**src/rtl/yuv2rgb_engine.sv**
```systemverilog
// yuv2rgb_engine: converts a 4:2:2 byte stream (U, Y0, V, Y1) into two
// 24-bit RGB pixels per quad using fixed-point BT.601-style coefficients.
// One shared set of multipliers serves both pixels, since their strobes
// never fall on the same cycle.
module yuv2rgb_engine #(
  parameter int FRAC = 10,
  parameter int K_RV = 1436,
  parameter int K_GU = 352,
  parameter int K_GV = 731,
  parameter int K_BU = 1815
) (
  input  logic        clk,
  input  logic        reset,
  input  logic        in_en,
  input  logic [7:0]  yuv_in,
  output logic        busy,
  output logic        out_valid,
  output logic [23:0] rgb_out
);

  localparam logic signed [23:0] KRV = 24'(K_RV);
  localparam logic signed [23:0] KGU = 24'(K_GU);
  localparam logic signed [23:0] KGV = 24'(K_GV);
  localparam logic signed [23:0] KBU = 24'(K_BU);
  localparam logic signed [23:0] RND = 24'(1 << (FRAC - 1));

  typedef enum logic [1:0] {PH_U, PH_Y0, PH_V, PH_Y1} phase_t;

  phase_t             phase_q;
  logic [7:0]         u_q, y0_q, v_q, y1_q;
  logic               pend0_q, pend1_q;
  logic               busy_q, valid_q;
  logic [23:0]        rgb_q;
  logic               accept;

  logic [7:0]         y_sel;
  logic signed [23:0] y_w, u_w, v_w;
  logic signed [23:0] r_acc, g_acc, b_acc;
  logic [23:0]        rgb_d;

  // Floor-shift the rounded accumulator and saturate to an 8-bit channel.
  function automatic logic [7:0] clamp8(input logic signed [23:0] acc);
    logic signed [23:0] sh;
    sh = acc >>> FRAC;
    if (sh < 24'sd0)
      return 8'd0;
    else if (sh > 24'sd255)
      return 8'hFF;
    else
      return sh[7:0];
  endfunction

  assign accept    = in_en & ~busy_q;
  assign busy      = busy_q;
  assign out_valid = valid_q;
  assign rgb_out   = rgb_q;

  // Shared colour-space arithmetic; luma picks Y1 when pixel 1 is pending.
  always_comb begin
    y_sel = pend1_q ? y1_q : y0_q;
    y_w   = $signed({16'd0, y_sel}) <<< FRAC;
    u_w   = $signed({{16{u_q[7]}}, u_q});
    v_w   = $signed({{16{v_q[7]}}, v_q});
    r_acc = y_w + v_w * KRV + RND;
    g_acc = y_w - u_w * KGU - v_w * KGV + RND;
    b_acc = y_w + u_w * KBU + RND;
    rgb_d = {clamp8(r_acc), clamp8(g_acc), clamp8(b_acc)};
  end

  // Phase FSM, byte capture, bubble insertion and registered pixel output.
  always_ff @(posedge clk or posedge reset) begin
    if (reset) begin
      phase_q <= PH_U;
      u_q     <= 8'd0;
      y0_q    <= 8'd0;
      v_q     <= 8'd0;
      y1_q    <= 8'd0;
      pend0_q <= 1'b0;
      pend1_q <= 1'b0;
      busy_q  <= 1'b1;
      valid_q <= 1'b0;
      rgb_q   <= 24'h0;
    end else begin
      valid_q <= 1'b0;
      busy_q  <= 1'b0;
      pend0_q <= 1'b0;
      pend1_q <= 1'b0;

      // A pixel flagged on the previous edge is produced on this one.
      if (pend0_q || pend1_q) begin
        rgb_q   <= rgb_d;
        valid_q <= 1'b1;
      end

      if (accept) begin
        case (phase_q)
          PH_U: begin
            u_q     <= yuv_in;
            phase_q <= PH_Y0;
          end
          PH_Y0: begin
            y0_q    <= yuv_in;
            phase_q <= PH_V;
          end
          PH_V: begin
            v_q     <= yuv_in;
            pend0_q <= 1'b1;
            phase_q <= PH_Y1;
          end
          PH_Y1: begin
            // The bubble keeps U/V stable until pixel 1 has used them.
            y1_q    <= yuv_in;
            pend1_q <= 1'b1;
            busy_q  <= 1'b1;
            phase_q <= PH_U;
          end
          default: phase_q <= PH_U;
        endcase
      end
    end
  end

endmodule

```
**config.mk**
```make
export PLATFORM = sky130hd
export DESIGN_NAME = yuv2rgb_engine
export DESIGN_NICKNAME = d
export VERILOG_FILES = /design/src/rtl/yuv2rgb_engine.sv
export SDC_FILE = /design/constraint.sdc
export NUM_CORES = 1
export LEC_CHECK = 0
export ABC_CLOCK_PERIOD_IN_PS = 18900
export CORE_ASPECT_RATIO = 1.75
export CORE_UTILIZATION = 65
export CTS_CLUSTER_DIAMETER = 80
export DETAILED_ROUTE_END_ITERATION = 10
export GPL_TIMING_DRIVEN = 0
export PLACE_DENSITY = 0.84
export SETUP_SLACK_MARGIN = 0.1
export SYNTH_ARGS = -nofsm -noshare
export SYNTH_HDL_FRONTEND = slang
export SYNTH_SLANG_ARGS = --single-unit
```
**constraint.sdc**
```tcl
create_clock -name clk -period 18.9 [get_ports clk]
set_input_delay 3.78 -clock clk [delete_from_list [all_inputs] [get_ports clk]]
set_output_delay 3.78 -clock clk [all_outputs]
set_load 0.03 [all_outputs]
```
* Yosys cells after proc, flatten, opt, wreduce, memory -nomap -nowiden
Cells that the tools add are included.
** Operators by class
- Bitwise operators :: 2
- Eq/ne operators :: 3
- $mul :: 4
- Shift operators :: 0
- Order comparisons :: 6
- Divide/modulo/power cells :: 0
- Reduce and logical (&&, ||, !) cells :: 6
- Add/subtract/negate cells :: 7
- Multiplexer cells :: 13
** Operators by type and width (number)
- $add 21x11->22 const B :: 3
- $mux 8 :: 7
- $add 19x20->21 :: 2
- $gt 12x9->1 const B :: 3
- $lt 12x1->1 const B :: 3
- $sub 20x19->21 :: 1
- $mul 8x12->20 const B :: 1
- $sub 19x18->20 :: 1
- $mul 8x11->19 const B :: 1
- $mul 8x10->18 const B :: 1
- $mul 8x5->13 const B :: 1
- $pmux 2 s4 :: 1
- $reduce_and 2->1 :: 4
- $mux 1 :: 5
- $eq 2x2->1 const B :: 2
- $eq 2x1->1 const B :: 1
- $logic_not 2->1 :: 1
- $and 1x1->1 :: 1
- $logic_or 1x1->1 :: 1
- $not 1->1 :: 1
** Storage, ports and cells
- Bits in latches :: 0
- Logic and storage cells :: 51
- Register bits :: 62
- Bits of input ports :: 11
- Memories :: 0
- Output and inout port bits :: 26
- Bits in writable memories :: 0
- Bits in read-only memories :: 0

* Longest topological paths before layout
- Depth in word-level cells :: 7
- Depth in mapped cells :: 29
- Mapped depth without buffers :: 29

* Worst setup path before layout
OpenSTA, ideal clock, no wires.
- Path kind :: register -> register
- Start :: register u_q[1]
- End :: register rgb_q[10], in the netlist rgb_out[10]
- Cell stages (with the launch flop) :: 25
- Path buffers :: 0
- Required time :: 18.779 ns
- Clock period less this slack :: 6.364 ns
- Slack :: 12.536 ns
- Arrival time :: 6.243 ns
- Setup time :: 0.121 ns
- Cell sequence :: dfrtp_1 ha_1 inv_1 fa_1 inv_1 ha_1 nor2b_1 o21ai_0 a21boi_0 o21ai_0 a21boi_0 nor2_1 fa_1 fa_1 fa_1 fa_1 inv_1 ha_1 and3_1 and2_1 a22oi_1 nand3_1 a31oi_2 o21ai_1 a22o_1
** On the way
- Word-level cells in the longest chain between the ends :: 7
- Elaborated cells between the ends (all ways) :: 8
- Those cells by class :: add/sub: 3; mul: 1; order compare: 2; mux: 2
** Ends and longest elaborated chain
- from (decl) :: line 30 : logic [7:0] u_q, y0_q, v_q, y1_q;
- from (signal assigned) :: line 98 : u_q <= yuv_in;
- $mul 8x5->13 * :: line 65 : g_acc = y_w - u_w * KGU - v_w * KGV + RND;
- $sub 19x18->20 * :: line 65
- $sub 20x19->21 * :: line 65
- $add 21x11->22 * :: line 65
- $gt 12x9->1 :: line 47 : else if (sh > 24'sd255)
- $mux 8 :: line 47
- $mux 8 * :: line 45 : if (sh < 24'sd0)
- to (signal assigned) :: line 91 : rgb_q <= rgb_d;
- to (decl) :: line 33 : logic [23:0] rgb_q;
Every way passes the cells marked *; elsewhere a longest branch is shown, timed or not.
A chain may end at the register's enable or synchronous reset.

* Worst setup path in the final report
- Start :: register u_q[1]
- End :: register rgb_q[12], in the netlist rgb_out[12]
Same word-level chain as after synthesis.

==> impl_metrics.tcl <==
set metrics [dict create \
    status "completed" \
    place.gp.congestion 0.922 \
    portBuffers 36 \
    timing.max_cap.violations 0 \
    ys.flop_type "dfrtp_1" \
    final_nets 1242 \
    met1_usage_pct 31.4 \
    ys_seq_area_share_pct 17.3 \
    rsz0062_at_grt "false" \
    cp-end-kind "register" \
    synth_top_family_by_area "adder cells" \
    routed_wl_um 21100 \
    syn_area_mm2 0.00895 \
    holdPathStages 2 \
    remaining_drc_errors 0 \
    synth_area_leaders "ha_1 27%, fa_1 20%, dfrtp_1 17%" \
    synth-compound-area-share_pct 12.7 \
    hp-start "rgb_out[5]$_DFFE_PP0P_" \
    grt_pass1_vias 7537 \
    antenna_found_initial 0 \
    finalCriticalPeriod_ns 7.47 \
    cp_slowest_stage_delay_ns 0.54 \
    synth_most_common_cell "ha_1" \
    cts_buffer_depth 2 \
    drt-initial-drc-count 259 \
    worst_path_max_delay_cell "dfrtp_1" \
    hp-class "register to register" \
    critPathKind "register to register" \
    fmax_ghz 0.134 \
    cpMostUsedCell "ha_1" \
    synthXorXnorAreaFrac_pct 3.52 \
    diodes 0 \
    dieArea_mm2 0.0143 \
    critPathLaunchType "register" \
    synth_cells 900 \
    synthDistinctLibCells 61 \
    grt_usage_pct 32.1 \
    dr.pass1.iters 7 \
    rr_endpoint "rgb_out[12]$_DFFE_PP0P_" \
    drive_above_1_share_pct 6.72 \
    core.rowCount 56 \
    cts_buffers 9 \
    hold_viol 0 \
    cts_tree "yes" \
    busiest_layer "met2" \
    synthSimpleGateAreaFrac_pct 7.18 \
    avgSynthCellArea_um2 9.95 \
    start_util_pct 66.5 \
    cts.htree.levels 3 \
    clock_latency_ns 0.34 \
    r2r_setup_slack_ns 11.43 \
    drtAntennaViolNets 0 \
    crit_family "adder cells" \
    grtUsageMet2_pct 59.2 \
    cts.sinks 62 \
    setup_viol 0 \
    synth.ff_latch_count 62 \
    critPathArrivalTime_ns 7.75 \
    met3_usage_pct 5.80 \
    grt_max_degree 35 \
    clockRootBuffer "clkbuf_16" \
    finClkSkew_ns 0.00958 \
    r2r_cells 29 \
    min_to "rgb_out[5]$_DFFE_PP0P_" \
    crit_path_max_fanout 10 \
    slew_violations 0 \
    worst_pin_slew_ns 1.03 \
    postCtsHoldBufs 0 \
    setup_tns_ns 0 \
    area_delta_synth_final_pct 10.3 \
    final.period_utilization_pct 39.5 \
    yosys_warnings 0 \
    overflow 0 \
    path_buf_inv 5 \
    vias 6711 \
    viasPerCell 5.95 \
    synth_top_area_share_pct 27.0 \
    syn_nets 1194 \
    r2r-start "u_q[1]$_DFFE_PP0P_" \
    relSlewSlack_pct 30.9 \
    post_cts_resized 0 \
    coreArea_mm2 0.0135 \
    synthAdderAreaFrac_pct 47.1 \
    synth_top_area_cell "ha_1" \
    critPathRequiredTime_ns 19.18 \
    dp_hpwl_um 16900 \
    ys_async_sr_fraction_pct 100 \
    clk_pin_slew_ns 0.06 \
    grt_pass1_wl_um 35500 \
    die_w_um 90.7 \
    synth_edf_count 0 \
    yosys-top-cells-count "193 x ha_1, 184 x inv_1, 90 x fa_1" \
    die_h_um 157 \
    postCtsSetupBuffers 0 \
    pin_count 37 \
    avgRoutedWirePerCell_um 18.8 \
    fillCellCount 948 \
    synth.area.mux_share_pct 4.04 \
]
## kinds of logic after synthesis
| family | Yosys count |
|---|---|
| fa+ha+maj | 283 |
| mux | 33 |
| buf+inv | 192 |
| xor+xnor | 36 |
| compound gates | 160 |
| simple gates | 134 |
| flops | 62 |
## area by class of cell
class | instances | area (µm²) | share of cell area [%]
repair buffers | 37 | 380 | 3.85
clock inverters | 7 | 103 | 1.04
inverters | 185 | 694 | 7.03
flip-flops and latches | 62 | 1550 | 15.7
multi-input cells | 646 | 6680 | 67.6
well taps | 174 | 218 | 2.20
clock buffers | 9 | 225 | 2.28
plain buffers | 7 | 26.3 | 0.266
## routing by layer
layer,vias up,wire length (µm)
li1,3108,-
met1,3326,7490
met2,177,11300
met3,100,745
met4,0,1660
met5,-,0
## worst register-to-register path, delay by kind of cell, from the launching register on
family                   cells  cell delay [ns]
AO/OA/AOI/OAI                8             1.89
adder cells (fa/ha/maj)      9             3.20
buffers and inverters        5             0.26
flip-flops                   1             0.54
XOR/XNOR                     2             0.30
AND/OR/NAND/NOR              5             1.21
## sequential cells by signal (all words and copies together), names as in the netlist
name	flops
rgb_out	24
u_q	8
v_q	8
y0_q	8
y1_q	8
phase_q	2
busy	1
out_valid	1
pend0_q	1
pend1_q	1
## worst max path at each step
stage / from / endpoint / slack (ns) / cells past startpoint
after floorplan: u_q[1]$_DFFE_PP0P_ / rgb_out[10]$_DFFE_PP0P_ / 12.54 / 24
after global placement: u_q[1]$_DFFE_PP0P_ / rgb_out[12]$_DFFE_PP0P_ / 11.89 / 29
after detailed placement: u_q[1]$_DFFE_PP0P_ / rgb_out[13]$_DFFE_PP0P_ / 11.67 / 29
after CTS: u_q[1]$_DFFE_PP0P_ / rgb_out[12]$_DFFE_PP0P_ / 11.61 / 29
after global routing: u_q[1]$_DFFE_PP0P_ / rgb_out[9]$_DFFE_PP0P_ / 11.08 / 29
final: u_q[1]$_DFFE_PP0P_ / rgb_out[12]$_DFFE_PP0P_ / 11.43 / 29
## stage by stage
stage	util, %	std cells	instance area (µm²)	setup slack, ns	hold WS [ns]
finish	73.4	1127	9880	11.43	0.481
floorplan	-	900	8950	12.54	0.474
detailed placement	71.0	1111	9550	11.67	0.473
global route	73.4	1127	9880	11.08	0.520
CTS	73.4	1127	9880	11.61	0.486
global placement	70.8	1110	9530	11.89	0.468
## layout by cell type (no fill, tap or decap), types with 3 or more instances in the layout
| master | netlist | final |
|---|---|---|
| ha_1 | 193 | 193 |
| clkbuf_1 | 7 | 7 |
| and3_1 | 3 | 3 |
| nor3_1 | 8 | 8 |
| xnor2_1 | 29 | 29 |
| or2_2 | 6 | 6 |
| a21boi_0 | 6 | 6 |
| o21ai_1 | 15 | 15 |
| inv_6 | 0 | 3 |
| a21o_1 | 18 | 18 |
| o21a_1 | 7 | 7 |
| a21oi_1 | 25 | 25 |
| clkdlybuf4s50_1 | 0 | 36 |
| nand3_1 | 7 | 7 |
| o21bai_1 | 3 | 3 |
| o211ai_1 | 3 | 3 |
| a22o_1 | 8 | 8 |
| inv_1 | 184 | 183 |
| nand4_1 | 4 | 4 |
| a221o_1 | 8 | 8 |
| dfrtp_1 | 61 | 61 |
| o21ai_0 | 32 | 32 |
| xor2_1 | 7 | 7 |
| nand2_1 | 46 | 46 |
| mux2_2 | 25 | 25 |
| a31oi_1 | 5 | 5 |
| nor2_1 | 38 | 38 |
| mux2i_1 | 8 | 8 |
| nor2b_1 | 8 | 8 |
| and2_1 | 3 | 3 |
| fa_1 | 90 | 90 |
| a211oi_1 | 5 | 5 |
| clkbuf_16 | 0 | 9 |
Power is left out: the tool's default activity adds up to more than one toggle a clock period on the data nets, which glitch-free logic cannot reach.
